## src/rtl/uart_wb_bridge_burst.sv

```systemverilog
// UART byte-stream to Wishbone master bridge: binary command frames, incrementing
// bursts, bus timeout, one status byte per command and a saturating error counter.
module uart_wb_bridge_burst #(
    parameter int AW          = 32,
    parameter int DW          = 32,
    parameter int MAX_BURST   = 16,
    parameter int TIMEOUT_CYC = 1024
) (
    input  logic            app_clk,
    input  logic            arst_n,
    input  logic            cfg_enb,
    input  logic            rx_wr,
    input  logic [7:0]      rx_data,
    output logic            rx_ready,
    output logic            tx_data_avail,
    output logic [7:0]      tx_data,
    input  logic            tx_rd,
    output logic            wbm_cyc_o,
    output logic            wbm_stb_o,
    output logic [AW-1:0]   wbm_adr_o,
    output logic            wbm_we_o,
    output logic [DW-1:0]   wbm_dat_o,
    output logic [DW/8-1:0] wbm_sel_o,
    input  logic [DW-1:0]   wbm_dat_i,
    input  logic            wbm_ack_i,
    input  logic            wbm_err_i,
    output logic            busy,
    output logic [7:0]      err_cnt
);
    localparam int AB = AW / 8;
    localparam int DB = DW / 8;
    localparam int TW = $clog2(TIMEOUT_CYC);

    localparam logic [4:0] MAX_LEN = 5'(MAX_BURST);
    localparam logic [7:0] STS_OK  = 8'h00;
    localparam logic [7:0] STS_ERR = 8'h01;
    localparam logic [7:0] STS_TMO = 8'h02;
    localparam logic [7:0] STS_LEN = 8'h03;

    typedef enum logic [2:0] {
        IDLE, ADDR, WDATA, WB_REQ, RESP_DATA, DRAIN, RESP_STS
    } state_t;

    state_t        state, next_state;
    logic          is_write;
    logic [4:0]    beats_left;
    logic [7:0]    byte_cnt;   // bytes left in the current field / bytes left to send
    logic [AW-1:0] adr;
    logic [DW-1:0] wdata;
    logic [DW-1:0] rdata;
    logic [TW-1:0] tmo_cnt;
    logic [7:0]    status;

    logic       rx_fire, tx_done, last_byte, timeout, bus_fail, more_beats;
    logic [4:0] cmd_len;
    logic [7:0] drain_bytes;

    assign rx_ready    = cfg_enb && (state inside {IDLE, ADDR, WDATA, DRAIN});
    assign rx_fire     = rx_wr && rx_ready;
    assign tx_done     = tx_data_avail && tx_rd;
    assign last_byte   = (byte_cnt == 8'd1);
    assign cmd_len     = {1'b0, rx_data[3:0]} + 5'd1;
    assign timeout     = (tmo_cnt == TW'(TIMEOUT_CYC - 1));
    assign bus_fail    = wbm_err_i || (timeout && !wbm_ack_i);
    assign more_beats  = (beats_left > 5'd1);
    assign drain_bytes = {3'b000, beats_left - 5'd1} * 8'(DB);

    assign wbm_stb_o = (state == WB_REQ);
    assign wbm_cyc_o = wbm_stb_o;
    assign wbm_we_o  = wbm_stb_o && is_write;
    assign wbm_adr_o = adr;
    assign wbm_dat_o = wdata;
    assign wbm_sel_o = '1;
    assign busy      = (state != IDLE);

    always_ff @(posedge app_clk or negedge arst_n) begin
        if (!arst_n) state <= IDLE;
        else         state <= next_state;
    end

    // NOTE: next_state gets its default before the case so no path leaves it unassigned (no latch).
    always_comb begin
        next_state = state;
        case (state)
            IDLE:      if (rx_fire) next_state = (cmd_len > MAX_LEN) ? RESP_STS : ADDR;
            ADDR:      if (rx_fire && last_byte) next_state = is_write ? WDATA : WB_REQ;
            WDATA:     if (rx_fire && last_byte) next_state = WB_REQ;
            WB_REQ: begin
                if (bus_fail)       next_state = (is_write && more_beats) ? DRAIN : RESP_STS;
                else if (wbm_ack_i) next_state = !is_write ? RESP_DATA : (more_beats ? WDATA : RESP_STS);
            end
            RESP_DATA: if (tx_done && byte_cnt == 8'd0) next_state = (beats_left != 5'd0) ? WB_REQ : RESP_STS;
            DRAIN:     if (rx_fire && last_byte) next_state = RESP_STS;
            RESP_STS:  if (tx_done && byte_cnt == 8'd0) next_state = IDLE;
            default:   next_state = IDLE;
        endcase
        if (!cfg_enb) next_state = IDLE;
    end

    // NOTE: sequential state uses non-blocking assignments only; later assignments in the block win.
    always_ff @(posedge app_clk or negedge arst_n) begin
        if (!arst_n) begin
            is_write      <= 1'b0;
            beats_left    <= '0;
            byte_cnt      <= '0;
            adr           <= '0;
            wdata         <= '0;
            rdata         <= '0;
            tmo_cnt       <= '0;
            status        <= STS_OK;
            tx_data_avail <= 1'b0;
            tx_data       <= '0;
            err_cnt       <= '0;
        end else if (!cfg_enb) begin
            tx_data_avail <= 1'b0;
            tmo_cnt       <= '0;
        end else begin
            tmo_cnt <= '0;
            if (tx_done) tx_data_avail <= 1'b0;
            case (state)
                IDLE: if (rx_fire) begin
                    is_write   <= rx_data[7];
                    beats_left <= cmd_len;
                    byte_cnt   <= (cmd_len > MAX_LEN) ? 8'd1 : 8'(AB);
                    status     <= STS_LEN;
                end
                ADDR: if (rx_fire) begin
                    adr      <= AW'({adr, rx_data});
                    byte_cnt <= last_byte ? 8'(DB) : byte_cnt - 8'd1;
                end
                WDATA: if (rx_fire) begin
                    wdata    <= DW'({wdata, rx_data});
                    byte_cnt <= byte_cnt - 8'd1;
                end
                WB_REQ: begin
                    if (bus_fail) begin
                        status   <= wbm_err_i ? STS_ERR : STS_TMO;
                        byte_cnt <= (is_write && more_beats) ? drain_bytes : 8'd1;
                    end else if (wbm_ack_i) begin
                        status     <= STS_OK;
                        beats_left <= beats_left - 5'd1;
                        adr        <= adr + AW'(DB);
                        if (!is_write) rdata <= wbm_dat_i;
                        byte_cnt   <= (!is_write || more_beats) ? 8'(DB) : 8'd1;
                    end else begin
                        tmo_cnt <= tmo_cnt + TW'(1);
                    end
                end
                RESP_DATA: begin
                    if (!tx_data_avail && byte_cnt != 8'd0) begin
                        tx_data       <= rdata[DW-1 -: 8];
                        rdata         <= DW'({rdata, 8'h00});
                        tx_data_avail <= 1'b1;
                        byte_cnt      <= byte_cnt - 8'd1;
                    end
                    if (tx_done && byte_cnt == 8'd0) byte_cnt <= 8'd1;
                end
                DRAIN: if (rx_fire) byte_cnt <= last_byte ? 8'd1 : byte_cnt - 8'd1;
                RESP_STS: begin
                    if (!tx_data_avail && byte_cnt != 8'd0) begin
                        tx_data       <= status;
                        tx_data_avail <= 1'b1;
                        byte_cnt      <= 8'd0;
                    end
                    if (tx_done && byte_cnt == 8'd0 && status != STS_OK && err_cnt != 8'hFF)
                        err_cnt <= err_cnt + 8'd1;
                end
                default: ;
            endcase
        end
    end
endmodule

```

## config.mk

```make
export PLATFORM = sky130hd
export DESIGN_NAME = uart_wb_bridge_burst
export DESIGN_NICKNAME = d
export VERILOG_FILES = /design/src/rtl/uart_wb_bridge_burst.sv
export SDC_FILE = /design/constraint.sdc
export NUM_CORES = 1
export LEC_CHECK = 0
export CAP_MARGIN = 20
export CORE_ASPECT_RATIO = 0.75
export CORE_UTILIZATION = 50
export DETAILED_ROUTE_END_ITERATION = 7
export GPL_ROUTABILITY_DRIVEN = 0
export PLACE_DENSITY = 0.77
export SYNTH_ARGS = -nofsm -noshare
export SYNTH_HDL_FRONTEND = slang
export SYNTH_SLANG_ARGS = --single-unit
```

## constraint.sdc

```tcl
create_clock -name app_clk -period 6.27 [get_ports app_clk]
set_input_delay 0.627 -clock app_clk [delete_from_list [all_inputs] [get_ports app_clk]]
set_output_delay 0.627 -clock app_clk [all_outputs]
set_load 0.05 [all_outputs]
```

==> impl_metrics.yaml, run 1 <==
cells_and_area:
  fin_nets: 926
  final_cell_mix: "dfrtp_1 (142), clkdlybuf4s50_1 (131), nand2_1 (88), o21ai_0 (62), nor2_1 (51)"
  drive_gt1_share_pct: 9.40
  antenna_cells: 0
  area_delta_synth_final_pct: 27.4
  layout_commonest_cell: "dfrtp_1"
  instances_no_fill: 1083
setup_path:
  start_kind: "register"
  crit_type: "reg2out"
  r2r-start: "state[1]$_DFFE_PN0P_"
  r2r_end: "wbm_adr_o[11]$_DFFE_PN0P_"
  reg2reg_setup_slack_ns: 3.08
  worstPathRequired_ns: 5.64
  worstPathArrival_ns: 3.00
  critical_path.startpoint: "state[1]$_DFFE_PN0P_"
  cp_max_fo: 43
  ff2ff_path_depth: 8
  endpoint_kind: "output pin"
  endpoint: "wbm_cyc_o"
timing:
  finalMaxSlewViolations: 0
  finalSetupViolations: 0
  clock-skew-final_ns: 0.0104
  finalSetupTns_ns: 0
  finalHoldViolCount: 0
  max_slew_margin_pct: 38.8
  fin_crit_sh_pct: 57.9
  grt_setup_unrepaired: "false"
  max_freq_ghz: 0.275
  tightest_slew_ns: 0.915
  min_period_ns: 3.63
route:
  wirelength_um: 19100
  drc: 0
  ant_nets: 0
  dr.pass1.iters: 6
  drt-initial-drc-count: 543
  wire_per_inst_um: 17.6
  drt-vias-per-instance: 5.99
  vias: 6484
power:
  ir_drop_mv: 0.393
  p_sw_share_pct: 44.6
  p_total_mw: 4.72
  p_switching_mw: 2.10
  p_clk_share_pct: 22.2
  power_frac_seq_pct: 34.2
  power.share.combinational_pct: 43.6
  p_int_mw: 2.61
  p_leak_nw: 3.89
  power.density_nw_per_um2: 499
clock_tree:
  cts_setup_buffers: 0
  clockBufferDepth: 2
  cts-root-buf: "clkbuf_16"
  cts_resized: 0
  cts.sinks: 142
  path_clk_slew_ns: 0.06
  cts_hold_buf: 0
  ctsHtreeMaxLevel: 4
  clk_latency_ns: 0.42
  cts_tree: "built"
  cts_buffers: 17
yosys:
  synth_edf_count: 0
  synth-simple-area-share_pct: 17.6
  yosys.area_share.xor_xnor_pct: 2.48
  synth.distinct_cells: 67
  synth_warnings: 0
  postSynthAreaPerCell_um2: 9.75
  synth_compound_gate_area_share_pct: 17.8
  ys.flop_type: "dfrtp_1"
  synthMuxAreaShare_pct: 9.07
  synth_fa_ha_area_share_pct: 1.52
  synth.cell_area_um2: 7420
  async_flop_share_pct: 100
  yosysSeqAreaShare_pct: 47.9
  synth_top_family_by_area: "compound AO/OA/AOI/OAI gates"
  synth_seq_cells: 142
  syn_inst: 761
status:
  status: "completed"
floorplan:
  rows: 38
  dieArea_um2: 15300
  core_area_um2: 14500
  die_x_um: 143
  die_h_um: 107
  io-pin-count: 137
  floorplan.initialDensity_pct: 51.3
place:
  dp_cells: 1051
  dp_hpwl_um: 13200
  portBuffers: 132
grt:
  grt_pass1_vias: 6280
  grt_pass1_wl_um: 31300
  grt_max_degree: 89
  grtUsageTotal_pct: 26.0
  grt_overflow_total: 0
  antenna_found_initial: 0
flow_run:
  drv_cap: 0
min_path:
  hold_class: "in2async"
[state kept, by name, summed over array words and instances (netlist names), 2 cells and up]
name        flops
err_cnt         8
status          2
state           3
rdata          32
tx_data         8
tmo_cnt        10
byte_cnt        8
wbm_dat_o      32
beats_left      5
wbm_adr_o      32
[how the worst min path moves through the flow]
| stage | from | end | cells past startpoint |
|---|---|---|---|
| after floorplan | arst_n | beats_left[0]$_DFFE_PN0P_ | 0 |
| after global placement | tx_data[6]$_DFFE_PN0P_ | tx_data[6]$_DFFE_PN0P_ | 2 |
| after detailed placement | rdata[18]$_DFFE_PN0P_ | rdata[18]$_DFFE_PN0P_ | 2 |
| after CTS | arst_n | wbm_adr_o[22]$_DFFE_PN0P_ | 1 |
| after global routing | arst_n | wbm_adr_o[22]$_DFFE_PN0P_ | 1 |
| final | arst_n | wbm_adr_o[19]$_DFFE_PN0P_ | 1 |
[kinds of logic (layout without fill, tap and decap cells)]
logic type,after synthesis,after routing
and+or+nand+nor,264,264
AOI/OAI and AO/OA,199,199
DFF,142,142
xor gates and xnor gates,21,21
buffers and inverters,62,181
adders and majority gates,9,9
other,1,4
muxes,63,63
[synth_stat cells (all sizes together), types with 9 or more instances]
library cell / number / area share, %
a21oi: 39 / 2.6
a22o: 14 / 1.7
and2: 10 / 0.84
and3: 10 / 0.84
and4: 10 / 1.2
buf: 13 / 1.2
clkbuf: 39 / 2.0
dfrtp: 142 / 48
ha: 9 / 1.5
inv: 9 / 0.46
mux2: 34 / 5.2
mux2i: 29 / 3.9
nand2: 88 / 4.5
nand3: 25 / 1.7
nand4: 19 / 1.6
nor2: 52 / 2.6
nor3: 16 / 1.1
o211ai: 12 / 1.3
o21ai: 62 / 4.2
o22ai: 11 / 0.93
xnor2: 11 / 1.3
xor2: 10 / 1.2
[critical path, cell delays in order, from the launching register on]
cell,delay [ns]
dfrtp_1,0.78
nand3b_1,0.19
clkinv_1,0.27
buf_4,0.43
clkdlybuf4s50_1,0.88
[power by group through the flow]
stage / Sequential, mW / Combinational, mW / Clock, mW
3_5_place_dp: 1.61 / 2.04 / 0
5_1_grt: 1.65 / 2.19 / 1.11
3_3_place_gp: 1.59 / 2.00 / 0
4_1_cts: 1.60 / 2.06 / 1.07
2_1_floorplan: 2.10 / 0.865 / 0
6_report: 1.61 / 2.06 / 1.05
[layer usage]
| layer | vias to the layer above | share of wire (%) | track usage [%] |
|---|---|---|---|
| li1 | 3018 | - | - |
| met1 | 3091 | 45 | 36.6 |
| met2 | 319 | 45 | 38.9 |
| met3 | 56 | 7.5 | 6.27 |
| met4 | 0 | 2.0 | 9.60 |
| met5 | - | 0 | 0 |
[per-stage QoR]
step | cell area (µm²) | hold WS (ns) | setup WS (ns) | utilization [%]
floorplan | 7430 | 0.331 | 3.50 | -
global placement | 8820 | 0.462 | 2.89 | 61.1
detailed placement | 8840 | 0.472 | 2.76 | 61.1
CTS | 9450 | 0.320 | 2.72 | 65.4
global route | 9450 | 0.317 | 2.53 | 65.4
finish | 9450 | 0.260 | 2.64 | 65.4
[layout make-up]
type	count	area, µm²
Sequential cell	142	3550
Inverter	10	37.5
Multi-Input combinational cell	560	3620
Clock inverter	14	179
Tap cell	200	250
Timing Repair Buffer	139	1380
Fill cell	1177	5000
Clock buffer	18	439
(Power assumes the default switching activity.)
==> run 2, diff against run 1 <==
- clock period: 6.27 -> 3.8 ns (I/O delays scaled with it)
==> run 2 against run 1 <==
Compared with the run above: critical path depth is the same; sequential power increased by 65%; final area decreased by 0.48%; first-iteration DRC count increased by 12%; clock power is 49% higher; largest cell class unchanged.
==> impl_metrics.yaml, run 2 (same netlist as run 1, synthesis figures left out) <==
cells_and_area:
  layout_commonest_cell: "dfrtp_1"
  antenna_cells: 0
  area_delta_synth_final_pct: 26.8
  fin_nets: 930
  nFillCells: 1162
  drive_gt1_share_pct: 9.59
  final_cell_mix: "dfrtp_1 (142), clkdlybuf4s50_1 (129), nand2_1 (88), o21ai_0 (62), nor2_1 (51)"
  finalInstanceArea_um2: 9410
power:
  ir_drop_mv: 0.566
  power.density_nw_per_um2: 813
  p_leak_nw: 3.88
setup_path:
  r2r-start: "byte_cnt[2]$_DFFE_PN0P_"
  crit_family: "buffers and inverters"
  cp_cell_sequence: "nand3b_1 > buf_4 > nor2_1 > clkdlybuf4s50_1"
  cpPeakStageDelay_ns: 0.81
  start_kind: "register"
  cp.buffers_inverters: 2
  ff2ff_path_depth: 5
  critical_path.startpoint: "state[1]$_DFFE_PN0P_"
  cp.depth: 4
  cp_slowest_cell: "clkdlybuf4s50_1"
  crit_type: "reg2out"
  worstPathArrival_ns: 2.63
  endpoint_kind: "output pin"
  worstPathRequired_ns: 3.42
  cp_max_fo: 33
clock_tree:
  cts_tree: "built"
  cts_resized: 0
  cts_hold_buf: 0
  ctsHtreeMaxLevel: 4
  cts-root-buf: "clkbuf_16"
  path_clk_slew_ns: 0.06
  cts.sinks: 142
  clk_latency_ns: 0.42
  cts_setup_buffers: 0
  clockBufferDepth: 2
  cts_buffers: 17
route:
  wirelength_um: 19500
  drt-vias-per-instance: 6.04
  drc: 0
  vias: 6561
  ant_nets: 0
  dr.pass1.iters: 6
  wire_per_inst_um: 18.0
  drt-initial-drc-count: 609
timing:
  finalSetupTns_ns: 0
  post-route-worst-setup-slack_ns: 0.790
  clock-skew-final_ns: 0.00810
  fin_crit_sh_pct: 79.2
  max_slew_margin_pct: 36.8
  finalSetupViolations: 0
  grt_setup_unrepaired: "false"
  max_freq_ghz: 0.332
  finalHoldViolCount: 0
  finalMaxSlewViolations: 0
  min_period_ns: 3.01
  tightest_slew_ns: 0.939
place:
  dpl_cell_area_um2: 8860
  dp_hpwl_um: 13400
  portBuffers: 132
  pre_cts_ws_ns: 0.904
grt:
  grt_util_met2_pct: 40.4
  gr-usage-met3_pct: 5.83
  grt_pass1_wl_um: 31900
  antenna_found_initial: 0
  grt_pass1_vias: 6293
  grt-busiest-layer: "met2"
  grtUsageTotal_pct: 26.7
  grt_overflow_total: 0
  grtUsageMet1_pct: 37.4
  grt_max_degree: 87
floorplan:
  floorplan.initialDensity_pct: 51.3
  die_h_um: 107
  core_area_um2: 14500
  rows: 38
  die_x_um: 143
  io-pin-count: 137
  dieArea_um2: 15300
min_path:
  hold_class: "in2async"
status:
  status: "completed"
flow_run:
  drv_cap: 0
run 2: changes by cell type in the layout (fill, tap and decap cells not counted), sizes merged:
| cell | previous run | this run |
|---|---|---|
| buf | 8 | 14 |
| bufinv | 3 | 1 |
| clkbuf | 18 | 22 |
| clkdlybuf4s50 | 131 | 129 |
| inv | 14 | 10 |
| clkinvlp | 0 | 1 |
run 2: path summary, 6_finish.rpt:
| check | to | slack (ns) |
|---|---|---|
| max | wbm_we_o | 0.79 |
| min | wbm_adr_o[20]$_DFFE_PN0P_ | 0.02 |
| max reg2reg | byte_cnt[1]$_DFFE_PN0P_ | 0.87 |
| min reg2reg | tx_data[6]$_DFFE_PN0P_ | 0.47 |
| max in group asynchronous | wbm_adr_o[10]$_DFFE_PN0P_ | 2.88 |
| min in group app_clk | tx_data[6]$_DFFE_PN0P_ | 0.47 |
run 2: final cells by class:
type | count | area (µm²) | area share, %
Tap cell | 200 | 250 | 2.66
Inverter | 10 | 37.5 | 0.399
Clock inverter | 9 | 87.6 | 0.931
Clock buffer | 22 | 464 | 4.93
Sequential cell | 142 | 3550 | 37.8
Multi-Input combinational cell | 560 | 3620 | 38.4
Timing Repair Buffer | 143 | 1400 | 14.9
run 2: power breakdown:
part	internal (mW)	leakage [nW]	total (mW)	switching, mW
clock	0.932	0.270	1.56	0.632
combinational	1.24	1.76	3.42	2.18
sequential	2.02	1.84	2.66	0.649
run 2: through the flow:
step,util [%],power (mW),hold WS (ns),instances
after floorplan,-,4.89,0.0844,764
after global placement,61.3,5.93,0.461,1055
after detailed placement,61.3,6.04,0.469,1055
after CTS,65.1,7.63,0.0550,1086
after global routing,65.1,8.03,0.0972,1086
final,65.1,7.65,0.0167,1086
run 2: per-layer routing:
layer  routed length (µm)  part of all wire (%)  vias up
li1                     -                     -     3030
met1                 8580                    44     3125
met2                 8920                    46      356
met3                 1620                   8.3       50
met4                  381                   2.0        0
met5                    0                     0        -
==> run 3, diff against run 2 <==
- clock period: 3.8 -> 3.1 ns (I/O delays scaled with it)
==> run 3 against run 2 <==
Compared with the run above: sequential power up 21%; via count is 0.11% higher; worst hold slack gained 0.46 ns; flip-flop and latch count did not move; clock skew down 0.0021 ns; cell count up 0.74%; register-to-register slack lost 0.52 ns; routed wire length down 0.15%.
==> impl_metrics.yaml, run 3 (same netlist as run 1, synthesis figures left out) <==
status:
  status: "completed"
grt:
  grt_overflow_total: 0
  grt_pass1_vias: 6304
  grtUsageTotal_pct: 26.6
  antenna_found_initial: 0
  grt_max_degree: 85
  grt_pass1_wl_um: 31900
timing:
  min_period_ns: 2.82
  finalSetupTns_ns: 0
  finalHoldViolCount: 0
  grt_setup_unrepaired: "false"
  tightest_slew_ns: 0.809
  max_freq_ghz: 0.355
  worst_hold_slack_ns: 0.478
  fin_crit_sh_pct: 91.0
  finalMaxSlewViolations: 0
  clock-skew-final_ns: 0.00600
  finalSetupViolations: 0
  post-route-worst-setup-slack_ns: 0.280
  max_slew_margin_pct: 46.0
power:
  p_total_mw: 9.58
  power_frac_seq_pct: 33.5
  ir_drop_mv: 0.715
  p_leak_nw: 3.94
  power.density_nw_per_um2: 1000
  p_switching_mw: 4.20
  p_clk_share_pct: 22.3
  power.share.combinational_pct: 44.2
  p_sw_share_pct: 43.8
  p_int_mw: 5.38
clock_tree:
  clk_latency_ns: 0.42
  clockBufferDepth: 2
  cts_tree: "built"
  cts_setup_buffers: 0
  path_clk_slew_ns: 0.06
  cts.sinks: 142
  cts-root-buf: "clkbuf_16"
  cts_buffers: 17
  ctsHtreeMaxLevel: 4
route:
  vias: 6568
  met2_wirelength_um: 9130
  dr.pass1.iters: 6
  wirelength_um: 19500
  wl_met3_um: 1260
  ant_nets: 0
  wire_per_inst_um: 17.8
  drc: 0
  drt-vias-per-instance: 6.00
  top_layer: "met4"
  drt-initial-drc-count: 570
  met1_length_um: 8680
floorplan:
  io-pin-count: 137
  floorplan.initialDensity_pct: 51.3
  rows: 38
  die_h_um: 107
  die_x_um: 143
  core_area_um2: 14500
  dieArea_um2: 15300
cells_and_area:
  fin_nets: 937
  layout_commonest_cell: "dfrtp_1"
  nFillCells: 1129
  antenna_cells: 0
  instances_no_fill: 1094
  area_delta_synth_final_pct: 28.8
  final_cell_mix: "dfrtp_1 (142), clkdlybuf4s50_1 (128), nand2_1 (88), o21ai_0 (62), nor2_1 (51)"
  drive_gt1_share_pct: 10.4
setup_path:
  ff2ff_path_depth: 5
  start_kind: "register"
  cp_cell_sequence: "nand2b_1 > and3_1 > clkdlybuf4s50_1"
  worstPathRequired_ns: 2.79
  worstPathArrival_ns: 2.51
  cp_max_fo: 18
  cpPeakStageDelay_ns: 0.81
  cp_slowest_cell: "clkdlybuf4s50_1"
  crit_type: "reg2out"
  endpoint_kind: "output pin"
place:
  dp_cells: 1061
  dp_hpwl_um: 13400
  portBuffers: 132
  pre_cts_ws_ns: 0.377
min_path:
  hold_class: "in2async"
flow_run:
  drv_cap: 0
[run 3: changes by cell type in the layout (fill, tap and decap cells not counted)]
cell and change:
buf_12 +2, buf_4 +5, bufinv_16 +2, clkbuf_8 +2
clkdlybuf4s50_1 -1, clkinv_2 -3, clkinv_4 -1, clkinvlp_4 +2
dlygate4sd3_1 +1, inv_6 -1
[run 3: worst paths after layout]
path / startpoint / to / slack [ns]
min reg2reg: tx_data[5]$_DFFE_PN0P_ / tx_data[5]$_DFFE_PN0P_ / 0.48
max: state[0]$_DFFE_PN0P_ / rx_ready / 0.28
min: arst_n / wbm_adr_o[24]$_DFFE_PN0P_ / 0.48
max reg2reg: byte_cnt[2]$_DFFE_PN0P_ / byte_cnt[2]$_DFFE_PN0P_ / 0.35
max in group asynchronous: arst_n / tmo_cnt[2]$_DFF_PN0_ / 1.79
min in group app_clk: tx_data[5]$_DFFE_PN0P_ / tx_data[5]$_DFFE_PN0P_ / 0.48
[run 3: layer usage]
| layer | GRT usage (%) | vias up |
|---|---|---|
| li1 | - | 3047 |
| met1 | 37.1 | 3197 |
| met2 | 41.0 | 284 |
| met3 | 5.34 | 40 |
| met4 | 9.91 | 0 |
| met5 | 0 | - |
[run 3: through the flow]
| step | utilization (%) | instance area (µm²) |
|---|---|---|
| 2_1_floorplan | - | 7430 |
| 3_3_place_gp | 61.7 | 8920 |
| 3_5_place_dp | 61.7 | 8920 |
| 4_1_cts | 66.1 | 9560 |
| 5_1_grt | 66.1 | 9560 |
| 6_report | 66.1 | 9560 |
[run 3: layout make-up]
cell class / instances / area [µm²] / share of cell area [%]
clock inverter: 8 / 130 / 1.36
timing repair buffer: 150 / 1480 / 15.5
clock buffer: 24 / 492 / 5.15
inverter: 10 / 37.5 / 0.393
sequential: 142 / 3550 / 37.2
multi-input combinational: 560 / 3620 / 37.8
tap: 200 / 250 / 2.62
[run 3: power by group through the flow]
stage               clock network [mW]  registers, mW  logic (mW)
floorplan                            0           4.24        1.75
global placement                     0           3.17        4.12
detailed placement                   0           3.21        4.20
CTS                               2.16           3.19        4.24
global route                      2.24           3.30        4.53
finish                            2.13           3.21        4.24
[run 3: worst max-delay path, delay by kind of cell, from the launching register on]
family | cells | cell delay, ns
buf+inv | 1 | 0.81
simple gates | 2 | 0.61
flops | 1 | 0.67
[run 3: repair_timing]
item                      4_1_cts  5_1_grt
resized for setup               0        0
hold endpoints to repair       50        0
hold buffers                    1        0
